## config.mk

```make
export PLATFORM = sky130hd
export DESIGN_NAME = cl_tohost_mailbox_slv
export DESIGN_NICKNAME = d
export VERILOG_FILES = /design/src/rtl/cl_mbox_pkg.sv /design/src/rtl/cl_mbox_axil_wr.sv /design/src/rtl/cl_tohost_mailbox_slv.sv
export SDC_FILE = /design/constraint.sdc
export NUM_CORES = 1
export LEC_CHECK = 0
export ABC_CLOCK_PERIOD_IN_PS = 3600
export CORE_ASPECT_RATIO = 1.75
export CORE_MARGIN = 1.5
export CORE_UTILIZATION = 54
export CTS_BUF_LIST = sky130_fd_sc_hd__clkbuf_4
export DETAILED_ROUTE_END_ITERATION = 10
export PLACE_DENSITY = 0.93
export SETUP_SLACK_MARGIN = 0.2
export SLEW_MARGIN = 20
export SYNTH_ARGS = -nofsm -noshare
export SYNTH_HDL_FRONTEND = slang
export SYNTH_SLANG_ARGS = --single-unit
```

## constraint.sdc

```tcl
create_clock -name clk_main_a0 -period 3.6 [get_ports clk_main_a0]
set_clock_uncertainty 0.05 [all_clocks]
set_input_delay 0.72 -clock clk_main_a0 [delete_from_list [all_inputs] [get_ports clk_main_a0]]
set_output_delay 0.72 -clock clk_main_a0 [all_outputs]
set_load 0.02 [all_outputs]
```

## src/rtl/cl_mbox_pkg.sv

```systemverilog
// Shared types and constants for the BAR1 TOHOST/FROMHOST mailbox responder.
// Optional IRQ output is built only when CL_MBOX_IRQ_EN is defined (see top).
package cl_mbox_pkg;

  localparam logic [31:0] DEF_BASE_ADDR  = 32'h0008_C000;
  localparam logic [11:0] DEF_TOHOST_OFS = 12'h120;
  localparam logic [11:0] DEF_FHOST_OFS  = 12'h140;
  localparam logic [11:0] DEF_STAT_OFS   = 12'h160;

  localparam logic [1:0] RESP_OKAY   = 2'b00;
  localparam logic [1:0] RESP_SLVERR = 2'b10;

  typedef enum logic [1:0] {WR_IDLE, WR_HAVE_A, WR_HAVE_D, WR_RESP} wr_state_t;
  typedef enum logic {RD_IDLE, RD_DATA} rd_state_t;
  typedef enum logic [1:0] {REG_TOHOST, REG_FHOST, REG_STAT, REG_NONE} reg_sel_t;

  typedef struct packed {
    logic [15:0] core_wr_cnt;
    logic [13:0] rsvd;
    logic        tohost_nz;
    logic        fromhost_valid;
  } stat_t;

  function automatic logic [31:0] merge_strb(input logic [31:0] old_v,
                                             input logic [31:0] new_v,
                                             input logic [3:0]  strb);
    logic [31:0] r;
    r = old_v;
    for (int b = 0; b < 4; b++) begin
      if (strb[b]) r[8*b +: 8] = new_v[8*b +: 8];
    end
    return r;
  endfunction

endpackage

```

## src/rtl/cl_mbox_axil_wr.sv

```systemverilog
// AXI4-Lite write join: AW and W captured independently, one write strobe when both are present,
// then B held until bready. bvalid follows the last of AW/W by one clock.
module cl_mbox_axil_wr
  import cl_mbox_pkg::*;
(
  input  logic        clk_i,
  input  logic        rst_ni,
  input  logic        awvalid_i,
  output logic        awready_o,
  input  logic [31:0] awaddr_i,
  input  logic        wvalid_i,
  output logic        wready_o,
  input  logic [31:0] wdata_i,
  input  logic [3:0]  wstrb_i,
  output logic        bvalid_o,
  input  logic        bready_i,
  output logic [1:0]  bresp_o,
  output logic        wr_en_o,
  output logic [31:0] wr_addr_o,
  output logic [31:0] wr_data_o,
  output logic [3:0]  wr_strb_o,
  input  logic [1:0]  wr_resp_i
);

  wr_state_t   state_q;
  logic        awready_q, wready_q, bvalid_q;
  logic [1:0]  bresp_q;
  logic [31:0] addr_q, data_q;
  logic [3:0]  strb_q;
  logic        aw_fire, w_fire, have_a, have_d;

  assign aw_fire = awvalid_i & awready_q;
  assign w_fire  = wvalid_i & wready_q;
  assign have_a  = (state_q == WR_HAVE_A) | aw_fire;
  assign have_d  = (state_q == WR_HAVE_D) | w_fire;

  // Same-cycle handshakes bypass the holding registers so the write lands at that edge.
  assign wr_en_o   = have_a & have_d;
  assign wr_addr_o = aw_fire ? awaddr_i : addr_q;
  assign wr_data_o = w_fire ? wdata_i : data_q;
  assign wr_strb_o = w_fire ? wstrb_i : strb_q;

  always_ff @(posedge clk_i or negedge rst_ni) begin
    if (!rst_ni) begin
      state_q   <= WR_IDLE;
      awready_q <= 1'b0;
      wready_q  <= 1'b0;
      bvalid_q  <= 1'b0;
      bresp_q   <= RESP_OKAY;
      addr_q    <= '0;
      data_q    <= '0;
      strb_q    <= '0;
    end else begin
      if (aw_fire) addr_q <= awaddr_i;
      if (w_fire) begin
        data_q <= wdata_i;
        strb_q <= wstrb_i;
      end
      case (state_q)
        WR_RESP: begin
          if (bready_i) begin
            state_q   <= WR_IDLE;
            bvalid_q  <= 1'b0;
            awready_q <= 1'b1;
            wready_q  <= 1'b1;
          end
        end
        default: begin
          if (wr_en_o) begin
            state_q   <= WR_RESP;
            bvalid_q  <= 1'b1;
            bresp_q   <= wr_resp_i;
            awready_q <= 1'b0;
            wready_q  <= 1'b0;
          end else if (have_a) begin
            state_q   <= WR_HAVE_A;
            awready_q <= 1'b0;
            wready_q  <= 1'b1;
          end else if (have_d) begin
            state_q   <= WR_HAVE_D;
            awready_q <= 1'b1;
            wready_q  <= 1'b0;
          end else begin
            awready_q <= 1'b1;
            wready_q  <= 1'b1;
          end
        end
      endcase
    end
  end

  assign awready_o = awready_q;
  assign wready_o  = wready_q;
  assign bvalid_o  = bvalid_q;
  assign bresp_o   = bresp_q;

endmodule

```

## src/rtl/cl_tohost_mailbox_slv.sv

```systemverilog
// BAR1 AXI4-Lite mailbox: TOHOST/FROMHOST/STATUS registers shared between host and soft core.
// Define CL_MBOX_IRQ_EN to add irq_req, raised on core TOHOST writes until the host reads TOHOST.
module cl_tohost_mailbox_slv
  import cl_mbox_pkg::*;
#(
  parameter logic [31:0] BASE_ADDR  = DEF_BASE_ADDR,
  parameter logic [11:0] TOHOST_OFS = DEF_TOHOST_OFS,
  parameter logic [11:0] FHOST_OFS  = DEF_FHOST_OFS,
  parameter logic [11:0] STAT_OFS   = DEF_STAT_OFS
) (
  input  logic        clk_main_a0,
  input  logic        rst_main_n,
  input  logic        s_awvalid,
  output logic        s_awready,
  input  logic [31:0] s_awaddr,
  input  logic        s_wvalid,
  output logic        s_wready,
  input  logic [31:0] s_wdata,
  input  logic [3:0]  s_wstrb,
  output logic        s_bvalid,
  input  logic        s_bready,
  output logic [1:0]  s_bresp,
  input  logic        s_arvalid,
  output logic        s_arready,
  input  logic [31:0] s_araddr,
  output logic        s_rvalid,
  input  logic        s_rready,
  output logic [31:0] s_rdata,
  output logic [1:0]  s_rresp,
  input  logic        core_tohost_we,
  input  logic [31:0] core_tohost_wdata,
  output logic [31:0] core_tohost_rdata,
  output logic [31:0] core_fromhost_rdata,
  output logic        core_fromhost_valid,
  input  logic        core_fromhost_ack
`ifdef CL_MBOX_IRQ_EN
  ,
  output logic        irq_req
`endif
);

  function automatic reg_sel_t decode(input logic [31:0] addr);
    if (addr[31:12] != BASE_ADDR[31:12]) return REG_NONE;
    if (addr[11:0] == TOHOST_OFS)        return REG_TOHOST;
    if (addr[11:0] == FHOST_OFS)         return REG_FHOST;
    if (addr[11:0] == STAT_OFS)          return REG_STAT;
    return REG_NONE;
  endfunction

  logic        wr_en;
  logic [31:0] wr_addr, wr_data;
  logic [3:0]  wr_strb;
  logic [1:0]  wr_resp;
  reg_sel_t    wr_sel;

  cl_mbox_axil_wr u_wr (
    .clk_i     (clk_main_a0),
    .rst_ni    (rst_main_n),
    .awvalid_i (s_awvalid),
    .awready_o (s_awready),
    .awaddr_i  (s_awaddr),
    .wvalid_i  (s_wvalid),
    .wready_o  (s_wready),
    .wdata_i   (s_wdata),
    .wstrb_i   (s_wstrb),
    .bvalid_o  (s_bvalid),
    .bready_i  (s_bready),
    .bresp_o   (s_bresp),
    .wr_en_o   (wr_en),
    .wr_addr_o (wr_addr),
    .wr_data_o (wr_data),
    .wr_strb_o (wr_strb),
    .wr_resp_i (wr_resp)
  );

  assign wr_sel  = decode(wr_addr);
  assign wr_resp = (wr_sel == REG_NONE) ? RESP_SLVERR : RESP_OKAY;

  logic [31:0] tohost_q, tohost_d, fromhost_q, fromhost_d;
  logic [15:0] cnt_q, cnt_d;
  logic        fh_valid_q, fh_valid_d;

  // Core write to TOHOST overrides a colliding host write; the host still sees OKAY.
  always_comb begin
    tohost_d   = tohost_q;
    fromhost_d = fromhost_q;
    fh_valid_d = fh_valid_q;
    cnt_d      = cnt_q;
    if (core_tohost_we)
      tohost_d = core_tohost_wdata;
    else if (wr_en && wr_sel == REG_TOHOST)
      tohost_d = merge_strb(tohost_q, wr_data, wr_strb);
    if (wr_en && wr_sel == REG_FHOST) begin
      fromhost_d = merge_strb(fromhost_q, wr_data, wr_strb);
      fh_valid_d = 1'b1;
    end else if (core_fromhost_ack) begin
      fh_valid_d = 1'b0;
    end
    if (core_tohost_we && cnt_q != 16'hFFFF) cnt_d = cnt_q + 16'd1;
  end

  always_ff @(posedge clk_main_a0 or negedge rst_main_n) begin
    if (!rst_main_n) begin
      tohost_q   <= '0;
      fromhost_q <= '0;
      fh_valid_q <= 1'b0;
      cnt_q      <= '0;
    end else begin
      tohost_q   <= tohost_d;
      fromhost_q <= fromhost_d;
      fh_valid_q <= fh_valid_d;
      cnt_q      <= cnt_d;
    end
  end

  stat_t       stat;
  reg_sel_t    rd_sel;
  logic [31:0] rd_val;
  logic [1:0]  rd_resp;

  assign stat = '{core_wr_cnt: cnt_q, rsvd: '0, tohost_nz: |tohost_q, fromhost_valid: fh_valid_q};
  assign rd_sel = decode(s_araddr);

  always_comb begin
    rd_val  = '0;
    rd_resp = RESP_OKAY;
    case (rd_sel)
      REG_TOHOST: rd_val = tohost_q;
      REG_FHOST:  rd_val = fromhost_q;
      REG_STAT:   rd_val = stat;
      default:    rd_resp = RESP_SLVERR;
    endcase
  end

  rd_state_t   rd_state_q;
  logic        arready_q, rvalid_q;
  logic [31:0] rdata_q;
  logic [1:0]  rresp_q;

  always_ff @(posedge clk_main_a0 or negedge rst_main_n) begin
    if (!rst_main_n) begin
      rd_state_q <= RD_IDLE;
      arready_q  <= 1'b0;
      rvalid_q   <= 1'b0;
      rdata_q    <= '0;
      rresp_q    <= RESP_OKAY;
    end else begin
      case (rd_state_q)
        RD_IDLE: begin
          arready_q <= 1'b1;
          if (s_arvalid && arready_q) begin
            rd_state_q <= RD_DATA;
            arready_q  <= 1'b0;
            rvalid_q   <= 1'b1;
            rdata_q    <= rd_val;
            rresp_q    <= rd_resp;
          end
        end
        default: begin
          if (s_rready) begin
            rd_state_q <= RD_IDLE;
            arready_q  <= 1'b1;
            rvalid_q   <= 1'b0;
          end
        end
      endcase
    end
  end

  assign s_arready           = arready_q;
  assign s_rvalid            = rvalid_q;
  assign s_rdata             = rdata_q;
  assign s_rresp             = rresp_q;
  assign core_tohost_rdata   = tohost_q;
  assign core_fromhost_rdata = fromhost_q;
  assign core_fromhost_valid = fh_valid_q;

`ifdef CL_MBOX_IRQ_EN
  logic irq_q, rd_tohost_q;

  always_ff @(posedge clk_main_a0 or negedge rst_main_n) begin
    if (!rst_main_n) begin
      irq_q       <= 1'b0;
      rd_tohost_q <= 1'b0;
    end else begin
      if (s_arvalid && arready_q) rd_tohost_q <= (rd_sel == REG_TOHOST);
      if (core_tohost_we)
        irq_q <= 1'b1;
      else if (rvalid_q && s_rready && rd_tohost_q)
        irq_q <= 1'b0;
    end
  end

  assign irq_req = irq_q;
`endif

endmodule

```

== After elaboration in Yosys (flattened, before gate mapping) ==
Index checks and enable logic that the tools add are counted.
Storage, ports and cells
  bits in registers: 193
  output and inout port bits: 106
Operators by class
  add/sub/neg operators: 1
  eq/ne operators: 18
  multiplexer cells: 75
  bitwise gates (word level): 7
  reductions and logical operators: 30
Operators by type and width (count)
  two-way mux 32 bit: 4
  case mux 32 bit (3 select lines): 1
  == test 12 x 9 -> 1 bit (second input constant): 6
  two-way mux 2 bit: 23
  two-way mux 1 bit: 42
  != test 20 x 8 -> 1 bit (second input constant): 2
  two-way mux 8 bit: 4
  OR reduction 32 bit: 1
  AND reduction 2 bit: 13
  adder 16 x 1 -> 16 bit (second input constant): 1
  != test 16 bit (second input constant): 1
  nonzero test 2 bit: 8
  == test 2 bit (second input constant): 4
  == test 2 x 1 -> 1 bit (second input constant): 3
  logical AND 1 bit: 4
  logical NOT 2 bit: 2
  two-way mux 4 bit: 1
  != test 2 bit (second input constant): 2
  nonzero test 4 bit: 1
  AND 1 bit: 3
  OR reduction 3 bit: 1
  NOT 1 bit: 2
  bitwise OR 1 bit: 2

== Logic depth before layout (Yosys ltp) ==
Gate-level depths: netlist (run 1).
  depth after elaboration: 18
  mapped depth: 7
  gate-level depth less buffers: 5

== Modules after synthesis ==
A second synthesis (run 1) with hierarchy kept.
Second synthesis, totals
  cell total of the unflattened synthesis: 648
  area, all modules: 8624.5 µm²
Modules (own cells, without submodules)
  cl_tohost_mailbox_slv: instances 1, cells each 465, area each 5738.0 µm², seq. area each 2927.8 µm²
  cl_mbox_axil_wr: instances 1, cells each 183, area each 2886.5 µm², seq. area each 1876.8 µm²

== Worst setup path after synthesis (run 1) ==
Ideal clock, no wire load.
  kind: in2reg
  from: input port s_araddr[1]
  to: register rdata_q[22], in the netlist s_rdata[22]
  arrival time: 2087 ps
  required time: 3418 ps
  setup slack: 1332 ps
  stages on the path: 6
  cells stage by stage: nor4_4 nand4_2 buf_6 mux2_2 a22oi_1 o21ai_1
On the way
  cells in the longest elaborated chain, start to end: 11
  elaborated cells on any way between the ends: 23
  classes of those cells: eq/ne: 5; mux: 17; reduce/logical: 1
RTL lines
  from (decl): line cl_tohost_mailbox_slv.sv:25  | input logic [31:0] s_araddr,
  == test 12 x 9 -> 1 bit: line cl_tohost_mailbox_slv.sv:46  | if (addr[11:0] == STAT_OFS) return REG_STAT;
  two-way mux 1 bit (2 in series): line cl_tohost_mailbox_slv.sv:46
  two-way mux 1 bit: line cl_tohost_mailbox_slv.sv:45  | if (addr[11:0] == FHOST_OFS) return REG_FHOST;
  two-way mux 1 bit: line cl_tohost_mailbox_slv.sv:44  | if (addr[11:0] == TOHOST_OFS) return REG_TOHOST;
  two-way mux 2 bit: line cl_tohost_mailbox_slv.sv:47  | return REG_NONE;
  two-way mux 2 bit: line cl_tohost_mailbox_slv.sv:46
  two-way mux 2 bit *: line cl_tohost_mailbox_slv.sv:45
  two-way mux 2 bit *: line cl_tohost_mailbox_slv.sv:44
  == test 2 bit (tied with other cells): line cl_tohost_mailbox_slv.sv:127  | case (rd_sel)
  case mux 32 bit (3 select lines) *: line cl_tohost_mailbox_slv.sv:127
  to (signal assigned): line cl_tohost_mailbox_slv.sv:155  | rdata_q <= rd_val;
  to (decl): line cl_tohost_mailbox_slv.sv:137  | logic [31:0] rdata_q;
Mark *: on every way between the ends. The rest lies on a longest branch, timed or not. The select of a mux whose other input is x is not followed.
A chain may end at the register's enable or synchronous reset.

== Worst setup path after layout (run 1) ==
  from: input port s_awaddr[27]
  to: register tohost_q[24], in the netlist core_tohost_rdata[24]
On the way
  cells in the longest elaborated chain, start to end: 8
RTL lines
  from (decl): line cl_tohost_mailbox_slv.sv:15  | input logic [31:0] s_awaddr,
  two-way mux 32 bit: line cl_mbox_axil_wr.sv:39  | assign wr_addr_o = aw_fire ? awaddr_i : addr_q;
  != test 20 x 8 -> 1 bit: line cl_tohost_mailbox_slv.sv:43  | if (addr[31:12] != BASE_ADDR[31:12]) return REG_NONE;
  two-way mux 1 bit: line cl_tohost_mailbox_slv.sv:43
  two-way mux 2 bit: line cl_tohost_mailbox_slv.sv:44
  logical NOT 2 bit: line cl_tohost_mailbox_slv.sv:91  | else if (wr_en && wr_sel == REG_TOHOST)
  logical AND 1 bit: line cl_tohost_mailbox_slv.sv:91
  nonzero test 2 bit (no line)
  AND reduction 2 bit (no line)
  to (signal assigned): line cl_tohost_mailbox_slv.sv:109  | tohost_q <= tohost_d;
  to (decl): line cl_tohost_mailbox_slv.sv:79  | logic [31:0] tohost_q, tohost_d, fromhost_q, fromhost_d;
Every way passes these cells.

==> impl_metrics.tcl, run 1 <==
set metrics [dict create \
    outcome "finished, final reports clean" \
    final-hold-violation-count 0 \
    setup_violations 0 \
    fin_crit_ns 2.691 \
    slew_viol_final 0 \
    fill_cells 1156 \
    postCtsHoldBufs 0 \
    rr_startpoint "u_wr.addr_q[28]$_DFF_PN0_" \
    dr.pass1.iters 7 \
    start_util_pct 55.19 \
    syn_area_mm2 0.009076 \
    drv_cap 0 \
    layout_setup_ws_ns 0.9094 \
    routabilityCongestion 0.9442 \
    port_buffers 244 \
    avgSynthCellArea_um2 11.53 \
    synthCells 787 \
    cts.path.max_buffers 2 \
    core_mm2 0.01645 \
    worstPathRequired_ns 3.99 \
    synthArstFlopShare_pct 100.0 \
    post-route-period-util_pct 74.74 \
    post-place-ws_ns 0.3148 \
    clk_latency_ns 0.57 \
    die_h_um 174.5 \
    final_util_pct 73.68 \
    rows 62 \
    synthFlopType "dfrtp_1" \
    die_w_um 101 \
    cp_max_fo 32 \
    final_cell_area_mm2 0.01212 \
    post_cts_buffers 0 \
    netlist.area_leader.share_pct 52.66 \
    cts-root-buf "clkbuf_4" \
    grt_pass1_vias 7934 \
    vias 7644 \
    cts_tree "done" \
    drcViolationCount 0 \
    postRouteAntennaNets 0 \
    fin_cells 1273 \
    min_path_type "in -> async" \
    fp.dieArea_mm2 0.01763 \
    avgRoutedWirePerCell_um 21.53 \
    rsz0062_at_grt "false" \
    antenna_found_initial 1 \
    clk_pin_slew_ns 0.18 \
    htreeDepth 4 \
    power_density_mw_per_mm2 555.3 \
    slew_headroom_pct 56.24 \
    dp_hpwl_um 20490 \
    critPathLaunchType "primary input" \
    synthToLayoutAreaGrowth_pct 33.51 \
    drt-initial-drc-count 371 \
    tightest_slew_ns 0.6495 \
    synth-edff-count 0 \
    dpl_cell_area_mm2 0.01183 \
    ctsResizeCount 0 \
    wl_um 27410 \
    clock-sinks 191 \
    synth_warnings 0 \
    yosys.area.top_type "dfrtp_1" \
    p_leak_uw 0.005084 \
    seq_area_frac_synth_pct 52.66 \
    drive_above_1_share_pct 23.09 \
    grt_usage_pct 31.71 \
    grt_pass1_wl_um 42360 \
    setup_tns_ns 0 \
    worst_ir_drop_vdd_mv 0.3324 \
    crit_path_start "s_awaddr[27]" \
    pin_count 247 \
    grt_overflow_total 0 \
    ys_types 57 \
    cp-end-kind "flop" \
    grt_max_degree 81 \
    crit_type "in -> reg" \
    synth.area.top_cells "dfrtp_1, mux2_2, a31o_2, nand2_1, o21ai_1" \
    viasPerCell 6.005 \
    crit_arrival_ns 3.08 \
    numCtsBuffers 17 \
    fin_nets 1177 \
    max_freq_mhz 371.7 \
    dp.cells 1240 \
    synth_seq_cells 191 \
]
-- path summary, 6_finish.rpt --
path                                                     endpoint  slack [ns]  cells past startpoint
worst max-delay path            core_tohost_rdata[24]$_DFFE_PN0P_        0.91                      7
worst max register to register  core_tohost_rdata[24]$_DFFE_PN0P_        1.08                      6
worst min register to register             s_rresp[1]$_DFFE_PN0P_        0.46                      1
max in group asynchronous               u_wr.data_q[21]$_DFF_PN0_        2.53                      2
min in group clk_main_a0        core_tohost_rdata[15]$_DFFE_PN0P_        0.41                      3
worst min-delay path                       s_rdata[2]$_DFFE_PN0P_        0.11                      1
-- cell usage after synthesis, drive strengths merged, types with 2 or more instances --
master / number
dfrtp: 191
mux2: 113
nand2: 63
o21ai: 54
nor2: 47
a21oi: 38
nor3: 38
a31o: 33
buf: 28
nor4: 22
clkbuf: 19
a22oi: 17
nand4: 16
a221oi: 14
xor2: 13
inv: 12
nand3: 10
nor4b: 8
and3: 6
a211oi: 5
a21boi: 5
o22ai: 5
xnor2: 5
a31oi: 4
and4: 2
nand2b: 2
nor4bb: 2
or4: 2
-- per-layer routing --
| layer | vias up | routed length, um | GRT usage (%) |
|---|---|---|---|
| met4 | 0 | 1522 | 18.00 |
| met2 | 368 | 14650 | 56.11 |
| met3 | 84 | 1538 | 4.865 |
| met1 | 3778 | 9695 | 35.62 |
| li1 | 3414 | - | - |
| met5 | - | 0 | 0 |
-- power by group --
part / switching (uW) / internal (uW) / leakage, uW / total (uW)
Clock: 827 / 324 / 0.000156 / 1150
Combinational: 1340 / 1140 / 0.00255 / 2480
Sequential: 382 / 2720 / 0.00238 / 3100
Total: 2550 / 4180 / 0.00508 / 6730
-- cell type report --
class | count | area, um2 | area share, %
timing repair buffer | 275 | 2699 | 22.27
antenna | 1 | 2.502 | 0.02065
tap | 224 | 280.3 | 2.313
clock inverter | 14 | 148.9 | 1.229
multi-input combinational | 538 | 4028 | 33.24
clock buffer | 18 | 135.1 | 1.115
sequential | 191 | 4780 | 39.44
inverter | 12 | 45.04 | 0.3717
-- kinds of logic (layout without fill, tap and decap cells) --
family	Yosys count	count (layout)	synth area share, %
AND/OR/NAND/NOR	222	222	13.83
flip-flops	191	191	52.66
AO/OA/AOI/OAI	181	181	14.19
multiplexers	114	114	14.27
buffers and inverters	59	319	3.143
XOR/XNOR	18	18	1.737
adder cells (fa/ha/maj)	1	1	0.1378
other	1	3	0.04132
-- stage by stage --
step / hold WS [ns] / total power [uW]
3_5_place_dp: 0.4294 / 5602
6_report: 0.1092 / 6729
2_1_floorplan: 0.3744 / 4535
3_3_place_gp: 0.4089 / 5473
4_1_cts: 0.1092 / 6724
5_1_grt: 0.1244 / 7062
-- sequential cells by signal, indices dropped and copies added, names as in the netlist --
name / flops
u_wr.awready_o: 1
core_fromhost_rdata: 32
s_arready: 1
u_wr.bresp_o: 1
u_wr.addr_q: 32
s_rresp: 1
core_tohost_rdata: 32
u_wr.data_q: 32
u_wr.bvalid_o: 1
s_rdata: 32
u_wr.wready_o: 1
rd_state_q: 1
s_rvalid: 1
u_wr.strb_q: 4
cnt_q: 16
u_wr.state_q: 2
core_fromhost_valid: 1
-- placed cells by master, fill, tap and decap left out, types with 19 or more instances in the layout --
master	instances
nor3_1	38
mux2_2	110
nor2_1	45
dfrtp_1	191
a21oi_1	37
nor4_1	19
buf_4	29
o21ai_1	42
a31o_2	33
nand2_1	62
clkdlybuf4s50_1	242
-- critical path: stages --
cell,delay (ns)
clkdlybuf4s50_1,0.43
nor4_1,0.44
nand4_1,0.26
o22ai_4,0.50
buf_4,0.44
a31o_2,0.21
o21ai_0,0.07
No activity file was read; power rests on OpenSTA's default activity.
==> run 2: changes to the inputs <==
- ABC_CLOCK_PERIOD_IN_PS: 3600 -> 2690
- CORE_UTILIZATION: 54 -> 50
- PLACE_DENSITY: 0.93 -> 0.87
- clock period: 3.6 -> 2.69 ns (I/O delays scaled with it)
==> impl_metrics.tcl, run 2 (same netlist as run 1, synthesis figures left out) <==
set metrics [dict create \
    slew_headroom_pct 45.76 \
    drcViolationCount 0 \
    met2_usage_pct 52.99 \
    slowest_delay_ns 0.69 \
    post_cts_buffers 0 \
    dp_hpwl_um 20610 \
    grt.busiest_layer "met2" \
    path_cells "clkdlybuf4s50_1" \
    clk_pin_slew_ns 0.17 \
    numCtsBuffers 17 \
    cts-root-buf "clkbuf_4" \
    fin_crit_ns 2.369 \
    clk_latency_ns 0.55 \
    wl_um 27260 \
    cp-end-kind "output port" \
    grt_overflow_total 0 \
    cts_tree "done" \
    min_path_type "in -> reg" \
    start_util_pct 50.73 \
    crit_type "reg -> out" \
    critPathCapture "core_tohost_rdata[9]" \
    routabilityCongestion 0.9077 \
    rows 65 \
    grt_pass1_wl_um 42230 \
    vias 7661 \
    postRouteAntennaNets 0 \
    clock-sinks 191 \
    path_delay_family "buffers and inverters" \
    drive_above_1_share_pct 23.72 \
    final_cell_area_mm2 0.01231 \
    ff2ff_setup_slack_ns 0.50 \
    critPathLaunchType "flop" \
    tightest_slew_ns 0.8127 \
    drt-initial-drc-count 453 \
    max_freq_mhz 422.2 \
    fin_nets 1187 \
    cts.path.max_buffers 2 \
    dpl_cell_area_mm2 0.01201 \
    viasPerCell 5.925 \
    avgRoutedWirePerCell_um 21.08 \
    pin_count 247 \
    worst_ir_drop_vdd_mv 0.4166 \
    mostFrequentLayoutCells "clkdlybuf4s50_1, dfrtp_1, mux2_2, nand2_1, nor2_1" \
    rr_startpoint "u_wr.addr_q[9]$_DFF_PN0_" \
    rr_endpoint "core_fromhost_rdata[18]$_DFFE_PN0P_" \
    cp_max_fo 4 \
    port_buffers 244 \
    dr.pass1.iters 7 \
    r2r_cells 6 \
    worstPathRequired_ns 2.10 \
    die_h_um 181.2 \
    final-hold-violation-count 0 \
    synthToLayoutAreaGrowth_pct 35.59 \
    power_density_mw_per_mm2 734.8 \
    grt_pass1_vias 7905 \
    p_leak_uw 0.005162 \
    multi_input_area_mm2 0.004028 \
    crit_slowest_cell "clkdlybuf4s50_1" \
    fill_cells 1314 \
    htreeDepth 4 \
    ff_latch_area_mm2 0.004781 \
    grt_usage_pct 28.94 \
    rsz0062_at_grt "false" \
    cp.depth 1 \
    slew_viol_final 0 \
    layout_commonest_cell "clkdlybuf4s50_1" \
    die_w_um 104.8 \
    antenna_found_initial 1 \
    drv_cap 0 \
    setup_tns_ns 0 \
    use_met1_pct 31.71 \
    path_buf_inv 1 \
    core_mm2 0.01789 \
    crit_arrival_ns 1.78 \
    crit_path_start "core_tohost_rdata[9]$_DFFE_PN0P_" \
    post-route-period-util_pct 88.05 \
    outcome "finished, final reports clean" \
    grt_max_degree 70 \
    use_met3_pct 4.365 \
    fp.dieArea_mm2 0.01900 \
    setup_violations 0 \
]
[run 2: how the worst min path moves through the flow]
stage,from,slack (ns),end,cells past startpoint
after floorplan,rst_main_n,0.19,cnt_q[0]$_DFFE_PN0P_,0
after global placement,s_rvalid$_DFFE_PN0P_,0.41,s_rvalid$_DFFE_PN0P_,2
after detailed placement,s_rvalid$_DFFE_PN0P_,0.41,s_rvalid$_DFFE_PN0P_,2
after CTS,core_tohost_we,0.26,core_tohost_rdata[29]$_DFFE_PN0P_,3
after global routing,core_tohost_we,0.27,core_tohost_rdata[28]$_DFFE_PN0P_,3
final,core_tohost_we,0.32,core_tohost_rdata[31]$_DFFE_PN0P_,3
[run 2: area by class of cell]
| class | instances | area share [%] |
|---|---|---|
| clock buffer | 18 | 1.098 |
| antenna | 1 | 0.02033 |
| clock inverter | 14 | 1.190 |
| inverter | 12 | 0.3660 |
| timing repair buffer | 285 | 23.37 |
| multi-input combinational | 538 | 32.73 |
| sequential | 191 | 38.85 |
| tap | 234 | 2.379 |
[run 2: timing repair]
item | CTS | global route
setup endpoints to repair | 0 | 1
endpoints found under the hold margin | 64 | 0
hold buffers | 1 | 0
resized for setup | 0 | 1
[run 2: routing by layer]
layer / vias to the layer above / routed length (um)
met1: 3848 / 9780
met3: 76 / 1226
li1: 3432 / -
met4: 0 / 1382
met5: - / 0
met2: 305 / 14870
[run 2: report_power, final]
part           internal, uW  total [uW]  switching, uW  leakage [uW]
Sequential             3640        4140            505       0.00238
Combinational          1600        3370           1770       0.00263
Clock                   434        1530           1100      0.000152
[run 2: per-stage QoR]
step	setup slack [ns]	hold slack, ns	instances	power, uW	util (%)
4_1_cts	0.2155	0.2645	1292	9057	68.76
3_3_place_gp	-0.1349	0.4092	1259	7414	67.13
6_report	0.3213	0.3171	1293	9043	68.78
3_5_place_dp	-0.2077	0.4123	1259	7538	67.13
2_1_floorplan	0.6036	0.1924	788	6070	-
5_1_grt	0.2127	0.2718	1293	9522	68.78
==> run 3: changes to the inputs <==
- ABC_CLOCK_PERIOD_IN_PS: 2690 -> 2320
- HOLD_SLACK_MARGIN: not set -> 0.12
- PLACE_DENSITY: 0.87 -> 0.81
- clock period: 2.69 -> 2.32 ns (I/O delays scaled with it)
==> impl_metrics.tcl, run 3 (same netlist as run 1, synthesis figures left out) <==
set metrics [dict create \
    cts-root-buf "clkbuf_4" \
    final_cell_area_mm2 0.01276 \
    rsz0062_at_grt "true" \
    clock-sinks 191 \
    fin_cells 1350 \
    outcome "finished, final reports clean" \
    grt_pass1_wl_um 42750 \
    routabilityCongestion 0.9236 \
    setup_tns_ns 0 \
    dp.cells 1311 \
    vias 7885 \
    final_util_pct 71.34 \
    clk_pin_slew_ns 0.18 \
    tightest_slew_ns 0.5230 \
    antenna_found_initial 3 \
    dr.pass1.iters 5 \
    viasPerCell 5.841 \
    grt_overflow_total 0 \
    worstPathRequired_ns 2.75 \
    worst_ir_drop_vdd_mv 0.5022 \
    critPathLaunchType "flop" \
    dpl_cell_area_mm2 0.01238 \
    cp_max_fo 5 \
    fin_crit_ns 2.100 \
    core_mm2 0.01789 \
    wl_um 28150 \
    die_h_um 181.2 \
    p_leak_uw 0.005845 \
    grt_usage_pct 29.35 \
    postRouteAntennaNets 0 \
    cp-end-kind "flop" \
    htreeDepth 4 \
    layout_commonest_cell "dfrtp_1" \
    max_freq_mhz 476.3 \
    power_density_mw_per_mm2 845.8 \
    grt_pass1_vias 8061 \
    synthToLayoutAreaGrowth_pct 40.64 \
    drive_above_1_share_pct 28.84 \
    clk_latency_ns 0.58 \
    post-place-ws_ns -0.4751 \
    dp_hpwl_um 21180 \
    fp.dieArea_mm2 0.01900 \
    start_util_pct 50.73 \
    numCtsBuffers 17 \
    drcViolationCount 0 \
    min_path_type "in -> reg" \
    setup_violations 0 \
    port_buffers 244 \
    grt_max_degree 61 \
    crit_arrival_ns 2.53 \
    die_w_um 104.8 \
    cts_tree "done" \
    slew_headroom_pct 64.77 \
    final-hold-violation-count 0 \
    pin_count 247 \
    avgRoutedWirePerCell_um 20.85 \
    post-route-period-util_pct 90.50 \
    rows 65 \
    drv_cap 0 \
    mostFrequentLayoutCells "dfrtp_1, clkdlybuf4s50_1, mux2_2, dlygate4sd2_1, buf_4" \
    drt-initial-drc-count 351 \
    crit_type "reg -> reg" \
    slew_viol_final 0 \
    layout_setup_ws_ns 0.2204 \
    cts.path.max_buffers 2 \
    fin_nets 1242 \
]
run 3: worst paths after layout:
| kind | start | endpoint | slack, ns | cells after the start |
|---|---|---|---|---|
| hold reg to reg | rd_state_q$_DFF_PN0_ | s_arready$_DFFE_PN0P_ | 0.43 | 1 |
| setup / recovery | cnt_q[7]$_DFFE_PN0P_ | cnt_q[9]$_DFFE_PN0P_ | 0.22 | 5 |
| hold / removal | core_tohost_we | core_tohost_rdata[30]$_DFFE_PN0P_ | 0.23 | 3 |
| setup reg to reg | cnt_q[7]$_DFFE_PN0P_ | cnt_q[9]$_DFFE_PN0P_ | 0.22 | 5 |
| max in group asynchronous | rst_main_n | rd_state_q$_DFF_PN0_ | 1.19 | 3 |
| min in group asynchronous | rst_main_n | s_rdata[7]$_DFFE_PN0P_ | 0.33 | 2 |
run 3: power breakdown:
part           switching (uW)  internal (uW)  leakage, uW
Clock                    1340            610     0.000166
Combinational            2120           1930      0.00330
Sequential                579           4220      0.00238
Total                    4040           6750      0.00584
run 3: layout make-up:
cell class	count	area (um2)
multi-input combinational	538	4109
timing repair buffer	340	3203
sequential	191	4786
inverter	12	45.04
fill	1349	5127
clock inverter	15	193.9
antenna	3	7.507
clock buffer	17	127.6
tap	234	292.8
run 3: metrics by stage:
stage               power (uW)  hold WS, ns
CTS                      10820       0.1634
detailed placement        8948       0.4265
finish                   10800       0.2250
global route             11360       0.1789
floorplan                 7038       0.1184
global placement          8814       0.4051
run 3: metal layers:
layer	vias to the layer above	routed length (um)	GRT usage, %
li1	3537	-	-
met1	3918	10170	32.21
met2	355	15160	53.41
met3	75	1359	4.401
met4	0	1471	16.33
met5	-	0	0
run 3: worst max-delay path: stages, from the launching register on:
cell	delay, ns
dfrtp_1	0.50
and4_1	0.30
nand4_1	0.23
o21ai_0	0.51
nor2_1	0.14
xnor2_1	0.27
run 3: timing repair:
item,in CTS,in global routing
pin swaps,3,7
cloned,0,1
setup endpoints to repair,150,43
gates resized for setup,112,19
endpoints found under the hold margin,54,0
hold buffers,1,0
buffers inserted,0,2
